<file path="config.mk">
export PLATFORM = sky130hd
export DESIGN_NAME = led_scan_driver_flat
export DESIGN_NICKNAME = d
export VERILOG_FILES = /design/src/rtl/led_pkg.sv /design/src/rtl/led_scan_driver_if.sv /design/src/rtl/led_pwm_cmp.sv /design/src/rtl/led_scan_driver.sv /design/src/flat_wrapper.sv
export SDC_FILE = /design/constraint.sdc
export NUM_CORES = 1
export LEC_CHECK = 0
export CORE_MARGIN = 4
export CORE_UTILIZATION = 45
export CTS_CLUSTER_DIAMETER = 60
export DETAILED_ROUTE_END_ITERATION = 16
export GPL_ROUTABILITY_DRIVEN = 0
export PLACE_DENSITY = 0.66
export SETUP_SLACK_MARGIN = 0.15
export SLEW_MARGIN = 20
export SYNTH_ARGS = -nofsm -noshare
export SYNTH_HDL_FRONTEND = slang
export SYNTH_SLANG_ARGS = --single-unit
export TNS_END_PERCENT = 50
</file>
<file path="constraint.sdc">
create_clock -name clk -period 3.69 [get_ports clk]
set_input_delay 0.369 -clock clk [delete_from_list [all_inputs] [get_ports clk]]
set_output_delay 0.369 -clock clk [all_outputs]
set_load 0.02 [all_outputs]
</file>
<file path="src/rtl/led_pkg.sv">
// Shared types and helpers for the LED frame store and its scan driver.
package led_pkg;

  localparam int LED_ROWS = 8;
  localparam int LED_COLS = 8;
  localparam int LED_DW   = 4;

  typedef enum logic [1:0] {
    IDLE    = 2'd0,
    BLANK   = 2'd1,
    FETCH   = 2'd2,
    DISPLAY = 2'd3
  } scan_state_t;

  function automatic logic [7:0] onehot8(input logic [2:0] idx);
    return 8'b1 << idx;
  endfunction

endpackage

</file>
<file path="src/rtl/led_scan_driver_if.sv">
// One-hot read port of the frame store, shared with the light-pen write path.
interface led_scan_driver_if;
  import led_pkg::*;

  logic [LED_ROWS-1:0] addr_row;
  logic [LED_COLS-1:0] addr_col;
  logic [LED_DW-1:0]   led_data;

  modport master (output addr_row, output addr_col, input  led_data);
  modport slave  (input  addr_row, input  addr_col, output led_data);

endinterface

</file>
<file path="src/rtl/led_pwm_cmp.sv">
// Per-column PWM compare: a column is lit while its brightness exceeds the slot count.
module led_pwm_cmp
  import led_pkg::*;
(
  input  logic [LED_COLS-1:0][LED_DW-1:0] linebuf,
  input  logic [LED_DW-1:0]               pwm_cnt,
  output logic [LED_COLS-1:0]             col_on
);

  always_comb begin
    col_on = '0;
    for (int c = 0; c < LED_COLS; c++) begin
      col_on[c] = (linebuf[c] > pwm_cnt);
    end
  end

endmodule

</file>
<file path="src/rtl/led_scan_driver.sv">
// Row-by-row LED matrix scanner: blank, fetch one row into a line buffer, then PWM it out.
//
//   state   | meaning
//   --------+------------------------------------------------------------
//   IDLE    | scan disabled, every output driven low
//   BLANK   | row and column drivers off, anti-ghosting dwell
//   FETCH   | walk addr_col across the row, capture pixels into linebuf
//   DISPLAY | row driver on, columns PWM-modulated from linebuf
module led_scan_driver
  import led_pkg::*;
#(
  parameter int BLANK_CYC = 4,
  parameter int TICK_DIV  = 2
) (
  input  logic                 clk,
  input  logic                 rst_n,
  input  logic                 enable,
  input  logic                 restart,
  led_scan_driver_if.master    fs,
  output logic [LED_ROWS-1:0]  row_drv,
  output logic [LED_COLS-1:0]  col_drv,
  output logic [2:0]           row_idx,
  output logic                 frame_start
);

  localparam logic [15:0] BLANK_LOAD = 16'(BLANK_CYC - 1);
  localparam logic [15:0] TICK_LOAD  = 16'(TICK_DIV - 1);

  scan_state_t state, nxt_state;
  logic [2:0]  row, nxt_row;
  logic [2:0]  k, nxt_k;
  logic [3:0]  pwm, nxt_pwm;
  logic [15:0] blank_tmr, nxt_blank;
  logic [15:0] tick_tmr, nxt_tick;
  logic [LED_COLS-1:0][LED_DW-1:0] linebuf, linebuf_nxt;
  logic [LED_COLS-1:0] col_on;

  always_comb begin
    nxt_state   = state;
    nxt_row     = row;
    nxt_k       = k;
    nxt_pwm     = pwm;
    nxt_blank   = blank_tmr;
    nxt_tick    = tick_tmr;
    linebuf_nxt = linebuf;
    if (state == FETCH) linebuf_nxt[k] = fs.led_data;

    case (state)
      IDLE: begin
        if (enable) begin
          nxt_state = BLANK;
          nxt_row   = 3'd0;
          nxt_blank = BLANK_LOAD;
        end
      end
      BLANK: begin
        if (blank_tmr == 16'd0) begin
          nxt_state = FETCH;
          nxt_k     = 3'd0;
        end else begin
          nxt_blank = blank_tmr - 16'd1;
        end
      end
      FETCH: begin
        if (k == 3'd7) begin
          nxt_state = DISPLAY;
          nxt_pwm   = 4'd0;
          nxt_tick  = TICK_LOAD;
        end else begin
          nxt_k = k + 3'd1;
        end
      end
      DISPLAY: begin
        if (tick_tmr != 16'd0) begin
          nxt_tick = tick_tmr - 16'd1;
        end else if (pwm == 4'd15) begin
          nxt_state = BLANK;
          nxt_row   = row + 3'd1;
          nxt_blank = BLANK_LOAD;
        end else begin
          nxt_pwm  = pwm + 4'd1;
          nxt_tick = TICK_LOAD;
        end
      end
      default: nxt_state = IDLE;
    endcase

    // enable=0 overrides restart, which overrides the normal sequence
    if (restart) begin
      nxt_state = BLANK;
      nxt_row   = 3'd0;
      nxt_k     = 3'd0;
      nxt_pwm   = 4'd0;
      nxt_tick  = 16'd0;
      nxt_blank = BLANK_LOAD;
    end
    if (!enable) begin
      nxt_state = IDLE;
      nxt_row   = 3'd0;
      nxt_k     = 3'd0;
      nxt_pwm   = 4'd0;
      nxt_tick  = 16'd0;
      nxt_blank = 16'd0;
    end
  end

  // Compare against the post-edge line buffer so the final fetched pixel is live in slot 0
  led_pwm_cmp u_pwm_cmp (
    .linebuf (linebuf_nxt),
    .pwm_cnt (nxt_pwm),
    .col_on  (col_on)
  );

  always_ff @(posedge clk or negedge rst_n) begin
    if (!rst_n) begin
      state     <= IDLE;
      row       <= 3'd0;
      k         <= 3'd0;
      pwm       <= 4'd0;
      blank_tmr <= 16'd0;
      tick_tmr  <= 16'd0;
      linebuf   <= '0;
    end else begin
      state     <= nxt_state;
      row       <= nxt_row;
      k         <= nxt_k;
      pwm       <= nxt_pwm;
      blank_tmr <= nxt_blank;
      tick_tmr  <= nxt_tick;
      linebuf   <= linebuf_nxt;
    end
  end

  // Outputs are decoded from the next state so they line up with the state being entered
  always_ff @(posedge clk or negedge rst_n) begin
    if (!rst_n) begin
      fs.addr_row <= '0;
      fs.addr_col <= '0;
      row_drv     <= '0;
      col_drv     <= '0;
      row_idx     <= 3'd0;
      frame_start <= 1'b0;
    end else begin
      fs.addr_row <= (nxt_state != IDLE)    ? onehot8(nxt_row) : '0;
      fs.addr_col <= (nxt_state == FETCH)   ? onehot8(nxt_k)   : '0;
      row_drv     <= (nxt_state == DISPLAY) ? onehot8(nxt_row) : '0;
      col_drv     <= (nxt_state == DISPLAY) ? col_on           : '0;
      row_idx     <= nxt_row;
      frame_start <= (nxt_state == FETCH) && (state != FETCH) && (nxt_row == 3'd0);
    end
  end

endmodule

</file>
<file path="src/flat_wrapper.sv">
// flat-port wrapper written by rule: the top's interface ports become plain ports
module led_scan_driver_flat import led_pkg::*;
#(
  parameter int BLANK_CYC = 4,
  parameter int TICK_DIV  = 2
)
  (clk, rst_n, enable, restart, row_drv, col_drv, row_idx, frame_start, fs_addr_row, fs_addr_col, fs_led_data);
  led_scan_driver_if fs_i ();
  input  logic clk;
  input  logic rst_n;
  input  logic enable;
  input  logic restart;
  output logic [LED_ROWS-1:0] row_drv;
  output logic [LED_COLS-1:0] col_drv;
  output logic [2:0] row_idx;
  output logic frame_start;
  output wire logic [$bits(fs_i.addr_row)-1:0] fs_addr_row;
  output wire logic [$bits(fs_i.addr_col)-1:0] fs_addr_col;
  input wire logic [$bits(fs_i.led_data)-1:0] fs_led_data;
  assign fs_addr_row = fs_i.addr_row;
  assign fs_addr_col = fs_i.addr_col;
  assign fs_i.led_data = fs_led_data;
  led_scan_driver #(.BLANK_CYC(BLANK_CYC), .TICK_DIV(TICK_DIV)) u_core (.clk(clk), .rst_n(rst_n), .enable(enable), .restart(restart), .fs(fs_i), .row_drv(row_drv), .col_drv(col_drv), .row_idx(row_idx), .frame_start(frame_start));
endmodule
</file>
==> results of run 1 <==
## cells in the mapped netlist (3+ instances only)
library cell               count
sky130_fd_sc_hd__and4_1        5
sky130_fd_sc_hd__or2_2         5
sky130_fd_sc_hd__mux2_2       29
sky130_fd_sc_hd__o21ai_0      22
sky130_fd_sc_hd__a21oi_1      32
sky130_fd_sc_hd__nor4_1        9
sky130_fd_sc_hd__nand4b_1      5
sky130_fd_sc_hd__clkbuf_1     19
sky130_fd_sc_hd__nand2b_1      8
sky130_fd_sc_hd__o31ai_1       4
sky130_fd_sc_hd__a41oi_1       4
sky130_fd_sc_hd__xor2_1       11
sky130_fd_sc_hd__inv_1        30
sky130_fd_sc_hd__nor2b_1      12
sky130_fd_sc_hd__nor4b_1       3
sky130_fd_sc_hd__nor3_1       16
sky130_fd_sc_hd__or4_1         4
sky130_fd_sc_hd__nand3b_1      5
sky130_fd_sc_hd__dfrtp_1     109
sky130_fd_sc_hd__ha_1         40
sky130_fd_sc_hd__xnor2_1       6
sky130_fd_sc_hd__nand2_1      41
sky130_fd_sc_hd__and2_1        5
sky130_fd_sc_hd__nor3b_1       6
sky130_fd_sc_hd__a211oi_1      5
sky130_fd_sc_hd__nand4_1       5
sky130_fd_sc_hd__mux2i_1       5
sky130_fd_sc_hd__nand3_1      24
sky130_fd_sc_hd__a31oi_1       5
sky130_fd_sc_hd__o21ai_1       3
sky130_fd_sc_hd__nor2_1       66
sky130_fd_sc_hd__o22ai_1       4
sky130_fd_sc_hd__o311a_1       5
sky130_fd_sc_hd__or3_1         7
sky130_fd_sc_hd__o211ai_1      5
## final cells by class
type	instances	area, µm²
multi-input combinational	449	3192
inverter	30	112.6
fill	1180	6092
sequential	109	2728
clock inverter	7	75.07
timing repair buffer	71	650.6
clock buffer	9	225.2
tap	176	220.2
## metal layers
metal / share of wire / GRT usage / vias to the layer above / wire [µm]
li1: - / - / 2333 / -
met1: 0.45 / 0.2535 / 2405 / 6366
met2: 0.49 / 0.3088 / 122 / 6976
met3: 0.043 / 0.03645 / 19 / 613
met4: 0.019 / 0.07544 / 0 / 274
met5: 0 / 0 / - / 0
## registers in the layout, indices dropped and copies added, names as in the netlist
| name | flops |
|---|---|
| u_core.state | 2 |
| u_core.linebuf | 32 |
| u_core.fs.addr_row | 8 |
| u_core.row | 3 |
| u_core.pwm | 4 |
| u_core.frame_start | 1 |
| u_core.tick_tmr | 16 |
| u_core.col_drv | 8 |
| u_core.blank_tmr | 16 |
| u_core.k | 3 |
| u_core.row_drv | 8 |
| u_core.fs.addr_col | 8 |
## path summary, 6_finish.rpt
check	endpoint	slack, ns
setup / recovery	u_core.col_drv[6]	0.27
min in group clk	u_core.linebuf[20]	0.50
hold reg to reg	u_core.linebuf[20]	0.50
max in group asynchronous	u_core.tick_tmr[6]	2.92
setup reg to reg	u_core.col_drv[6]	0.27
hold / removal	u_core.blank_tmr[2]	0.02
## repair_timing
item,CTS,global route
buffers inserted,5,0
hold buffers,0,0
gates resized for setup,1,5
setup endpoints to repair,1,7
pin swaps,2,4
## cells by family after synthesis
group,share of synthesized area
xor+xnor,0.02435
compound gates,0.1355
flops,0.4462
buf+inv,0.03602
simple gates,0.2145
fa+ha+maj,0.08187
mux,0.06160
## through the flow
| step | utilization | instances | worst slack [ns] |
|---|---|---|---|
| detailed placement | 0.5147 | 830 | 0.1009 |
| finish | 0.5418 | 851 | 0.2703 |
| global placement | 0.5147 | 830 | 0.1804 |
| global route | 0.5418 | 851 | 0.1543 |
| CTS | 0.5405 | 851 | 0.1551 |
| floorplan | - | 612 | 0.1560 |
## worst max-delay path: stages, from the launching register on
cell and delay, ns:
sky130_fd_sc_hd__dfrtp_1 0.43, sky130_fd_sc_hd__or4_4 0.51, sky130_fd_sc_hd__or4_4 0.52, sky130_fd_sc_hd__nor2_4 0.13, sky130_fd_sc_hd__nand4_1 0.10, sky130_fd_sc_hd__nor2b_2 0.18, sky130_fd_sc_hd__or4_4 0.47, sky130_fd_sc_hd__buf_4 0.17
sky130_fd_sc_hd__ha_1 0.31, sky130_fd_sc_hd__nor3b_2 0.16, sky130_fd_sc_hd__o22ai_1 0.12, sky130_fd_sc_hd__nand2_1 0.07, sky130_fd_sc_hd__o311a_1 0.12
## report_power, final
group | total (mW) | switching, mW | internal (mW)
Sequential | 1.26 | 0.0299 | 1.23
Clock | 0.999 | 0.469 | 0.530
Combinational | 0.459 | 0.276 | 0.182
==> Implementation_results.wiki, run 1 <==
{| class="wikitable"
! Metric !! Value
|-
| Outcome || complete, no violations
|-
| Nets in the synthesized netlist || 660
|-
| Inserted Clock Buffers || 9
|-
| Area of the mapped netlist || 6113 µm²
|-
| Final instance area || 7203 µm²
|-
| Leading cell types in the layout, fill and taps excluded || sky130_fd_sc_hd__dfrtp_1 (109), sky130_fd_sc_hd__nor2_1 (66), sky130_fd_sc_hd__clkdlybuf4s50_1 (42)
|-
| Total chip power || 2.718 mW
|-
| Number of sinks driven by the clock tree || 109
|-
| Layout Area Growth over Synthesis || 17.83%
|-
| Fraction of final layout cells with drive strength greater than 1 || 0.1556
|-
| Maximum clock insertion buffer count || 2
|-
| Launching instance or port of the critical path || u_core.tick_tmr[4]
|-
| Main area contributors after synthesis || sky130_fd_sc_hd__dfrtp_1 (45%), sky130_fd_sc_hd__ha_1 (8.2%), sky130_fd_sc_hd__mux2_2 (5.3%), sky130_fd_sc_hd__nor2_1 (4.1%), sky130_fd_sc_hd__a21oi_1 (2.6%)
|-
| Worst Reg-to-Reg Cells || 12
|-
| Dominant cell type by area after synthesis || sky130_fd_sc_hd__dfrtp_1
|-
| Final ANT Viol Nets || 0
|-
| Total routing usage reported by global routing || 0.1909
|-
| Clock period minus final worst setup slack || 3.420 ns
|-
| Vias in the first global route || 5022
|-
| Final total negative setup slack || 0 ns
|-
| Post-Syn Instances || 612
|-
| Actual transition at the worst max-transition pin || 0.7394 ns
|-
| Post-detailed-placement half-perimeter wirelength || 10.13 mm
|-
| Input/output buffers || 43
|-
| Clock tree from TritonCTS || yes
|-
| Placeable core region || 13300 µm²
|-
| Final number of setup-violating endpoints || 0
|-
| Synthesized area divided by synthesized cell count || 9.989 µm²
|-
| Primary flip-flop cell chosen by synthesis mapping || sky130_fd_sc_hd__dfrtp_1
|-
| Worst path arrival time || 3.68 ns
|-
| Number of max-slew violations in the final report || 0
|-
| Router iterations before antenna repair || 5
|-
| Clock latency at the later pin of the worst-skew pair || 0.37 ns
|-
| Required time of the critical path || 3.95 ns
|-
| Critical path start-end classification || reg -> reg
|-
| Count of warnings emitted by yosys || 0
|-
| Max Cap Violations || 0
|-
| H-Tree Depth || 3
|-
| Final clock period utilization by the worst path || 0.9267
|-
| Async SR Flop Fraction || 1.000
|-
| Number of placed I/O pins || 44
|-
| Synth top area share || 0.4462
|-
| Cell area power density || 377.3 nW/µm²
|-
| Worst hold path class || in -> async
|-
| Largest fanout on the critical path || 5
|-
| Post-layout nets || 718
|-
| Share of the yosys chip area belonging to registers || 0.4462
|-
| Leading cell type in the layout, fill and taps excluded || sky130_fd_sc_hd__dfrtp_1
|-
| Average via count per standard cell || 5.733
|-
| Die Height || 124.6 µm
|-
| Clock edge transition at the registers on the reported setup and hold paths || 0.08 ns
|-
| Count of cell types in the netlist || 73
|-
| Vias after detailed routing || 4879
|-
| Antenna diodes || 0
|-
| Post-detailed-routing wire length || 14.23 mm
|-
| Die footprint || 15510 µm²
|-
| Number of antenna violations at the first check in global routing || 0
|-
| Number of flops mapped to enable cells by yosys || 0
|-
| Final-layout worst hold slack || 0.02362 ns
|-
| Wire length of the first global-routing pass || 24.42 mm
|-
| Tightest slew margin relative to the limit || 0.5070
|-
| Count of state elements after synthesis || 109
|-
| Chip Width || 124.6 µm
|-
| Element type at the critical path start || register
|-
| Skew final || 0.01185 ns
|-
| Start of the worst register-to-register path || u_core.tick_tmr[4]
|-
| Wirelength per Cell || 16.72 µm
|-
| Clock Root Buffer || sky130_fd_sc_hd__clkbuf_16
|-
| Total global routing overflow || 0
|-
| RSZ-0062 raised after global routing || no
|-
| Maximum number of pins on one net before global-route repair || 61
|-
| Leakage Power || 3.200 nW
|-
| Cell Rows || 42
|-
| Standard cell area after detailed placement || 6843 µm²
|-
| Peak ir drop on the vdd network || 221.3 µV
|-
| Effective utilization at floorplan || 0.4598
|-
| Remaining design rule violation count || 0
|-
| Hold Vio Cnt, Final || 0
|-
| DRC marker count from the first detailed-route iteration || 292
|-
| Maximum clock frequency || 292.4 MHz
|-
| Critical Path Sink Type || register
|}
(Power assumes the default switching activity.)
==> run 2: changes to the inputs <==
CORE_ASPECT_RATIO = 0.6   (was default)
CORE_UTILIZATION = 54   (was 45)
HOLD_SLACK_MARGIN = 0.1   (was default)
PLACE_DENSITY = 0.77   (was 0.66)
==> Implementation_results.wiki, run 2 (synthesis results as in run 1) <==
{| class="wikitable"
! Metric !! Value
|-
| Number of instances on the worst hold path || 1
|-
| Post-layout nets || 719
|-
| Final total negative setup slack || 0 ns
|-
| Average via count per standard cell || 6.173
|-
| Filler instances || 829
|-
| Remaining design rule violation count || 0
|-
| Cell area power density || 375.7 nW/µm²
|-
| Number of sinks driven by the clock tree || 109
|-
| Final ANT Viol Nets || 0
|-
| Post-detailed-placement half-perimeter wirelength || 10.86 mm
|-
| Cell-internal power || 1.908 mW
|-
| RSZ-0062 raised after global routing || yes
|-
| Outcome || complete, no violations
|-
| Total chip power || 2.698 mW
|-
| Maximum clock frequency || 285.5 MHz
|-
| Clock tree from TritonCTS || yes
|-
| Router iterations before antenna repair || 5
|-
| Number of placed I/O pins || 44
|-
| Total global routing overflow || 0
|-
| Vias after detailed routing || 5031
|-
| Register with the highest flop count || u_core.linebuf
|-
| Final clock period utilization by the worst path || 0.9493
|-
| Clock edge transition at the registers on the reported setup and hold paths || 0.08 ns
|-
| Largest fanout on the critical path || 6
|-
| Flip-flop count of the largest register, all copies and words added || 32
|-
| Critical path start-end classification || reg -> reg
|-
| Chip Width || 145.4 µm
|-
| Vias in the first global route || 5026
|-
| Clock latency at the later pin of the worst-skew pair || 0.35 ns
|-
| Leading cell type in the layout, fill and taps excluded || sky130_fd_sc_hd__dfrtp_1
|-
| Leakage Power || 3.201 nW
|-
| Maximum clock insertion buffer count || 2
|-
| Maximum number of pins on one net before global-route repair || 48
|-
| Number of max-slew violations in the final report || 0
|-
| Pre-CTS WS || -0.02653 ns
|-
| Placeable core region || 10810 µm²
|-
| Number of antenna violations at the first check in global routing || 0
|-
| Input/output buffers || 43
|-
| Part of the total power dissipated in combinational logic || 0.172
|-
| Seq. cell area || 2728 µm²
|-
| Leading cell types in the layout, fill and taps excluded || sky130_fd_sc_hd__dfrtp_1 (109), sky130_fd_sc_hd__nor2_1 (66), sky130_fd_sc_hd__clkdlybuf4s50_1 (42)
|-
| Total routing usage reported by global routing || 0.2368
|-
| Tightest slew margin relative to the limit || 0.5018
|-
| Wire length of the first global-routing pass || 25.48 mm
|-
| Antenna diodes || 0
|-
| Die footprint || 13140 µm²
|-
| Die Height || 90.42 µm
|-
| Setup WS post-layout || 0.1870 ns
|-
| Final number of setup-violating endpoints || 0
|-
| Switching power total || 0.7906 mW
|-
| Critical Path Sink Type || register
|-
| Worst Reg-to-Reg Cells || 12
|-
| H-Tree Depth || 3
|-
| Fraction of final layout cells with drive strength greater than 1 || 0.1553
|-
| Wirelength per Cell || 18.78 µm
|-
| Largest registers || u_core.linebuf (32), u_core.blank_tmr (16), u_core.tick_tmr (16)
|-
| Layout Area Growth over Synthesis || 17.48%
|-
| Worst hold path class || reg -> reg
|-
| DRC marker count from the first detailed-route iteration || 492
|-
| Clock Root Buffer || sky130_fd_sc_hd__clkbuf_16
|-
| Element type at the critical path start || register
|-
| Hold Vio Cnt, Final || 0
|-
| Required time of the critical path || 3.99 ns
|-
| Cell Rows || 29
|-
| Effective utilization at floorplan || 0.5654
|-
| Inserted Clock Buffers || 9
|-
| Skew final || 0.009588 ns
|-
| Clk pwr share || 0.361
|-
| Peak ir drop on the vdd network || 271.4 µV
|-
| Post-detailed-routing wire length || 15.31 mm
|-
| Sequential cell fraction of total power || 0.467
|-
| Footprint of the multi-input gates || 3211 µm²
|-
| Worst path arrival time || 3.80 ns
|-
| Actual transition at the worst max-transition pin || 0.7412 ns
|-
| Switching Fraction || 0.2930
|-
| Clock period minus final worst setup slack || 3.503 ns
|-
| Max Cap Violations || 0
|}
[run 2: changes by cell type in the layout (fill, tap and decap cells not counted), sizes merged]
cell	before	now
clkinvlp	0	1
clkinv	5	2
clkbuf	9	10
bufinv	1	0
inv	31	33
dlygate4sd3	0	1
[run 2: cell type report]
cell class | instances | area share
Tap cell | 139 | 0.02422
Clock inverter | 6 | 0.009233
Timing Repair Buffer | 72 | 0.09077
Clock buffer | 10 | 0.03328
Multi-Input combinational cell | 449 | 0.4470
Sequential cell | 109 | 0.3798
Inverter | 30 | 0.01568
[run 2: what timing repair did]
action                     4_1_cts  5_1_grt
setup endpoints to repair        1        4
hold buffers                     1        0
hold endpoints to repair        45        0
gates resized for setup          4        3
setup buffers                    6        0
pin swaps                        4        3
[run 2: worst paths after layout]
kind	endpoint	slack (ns)	from
worst max-delay path	u_core.col_drv[0]	0.19	u_core.tick_tmr[3]
min in group asynchronous	u_core.blank_tmr[7]	0.56	rst_n
worst min-delay path	u_core.linebuf[28]	0.50	u_core.linebuf[28]
max in group asynchronous	u_core.fs.addr_row[6]	2.17	rst_n
worst min register to register	u_core.linebuf[28]	0.50	u_core.linebuf[28]
worst max register to register	u_core.col_drv[0]	0.19	u_core.tick_tmr[3]
[run 2: metal layers]
metal	global-route usage	wire (µm)
met1	0.3314	7042
met2	0.3876	7200
met3	0.04514	903
met4	0.04897	159
met5	0	0
[run 2: worst max-delay path, cell delays in order, from the launching register on]
cell	delay (ns)
sky130_fd_sc_hd__dfrtp_1	0.39
sky130_fd_sc_hd__or4_4	0.54
sky130_fd_sc_hd__or4_4	0.51
sky130_fd_sc_hd__nor2_4	0.13
sky130_fd_sc_hd__nand4_1	0.14
sky130_fd_sc_hd__nor2b_2	0.20
sky130_fd_sc_hd__or4_4	0.46
sky130_fd_sc_hd__buf_6	0.17
sky130_fd_sc_hd__ha_1	0.31
sky130_fd_sc_hd__nor3b_1	0.24
sky130_fd_sc_hd__o22ai_1	0.11
sky130_fd_sc_hd__nand2_1	0.08
sky130_fd_sc_hd__o311a_1	0.16
[run 2: metrics by stage]
step | hold slack, ns | std cells | instance area (µm²) | util
finish | 0.4993 | 815 | 7182 | 0.6642
detailed placement | 0.4144 | 792 | 6777 | 0.6267
global route | 0.5146 | 815 | 7182 | 0.6642
floorplan | 0.07341 | 612 | 6117 | -
global placement | 0.4068 | 792 | 6777 | 0.6267
CTS | 0.5019 | 815 | 7152 | 0.6614
[run 2: power groups by stage]
stage	registers (mW)	clock network, mW	logic (mW)
final	1.26	0.973	0.464
after floorplan	1.28	0	0.308
after CTS	1.26	0.990	0.459
after global routing	1.27	1.04	0.514
after detailed placement	1.28	0	0.442
after global placement	1.28	0	0.425
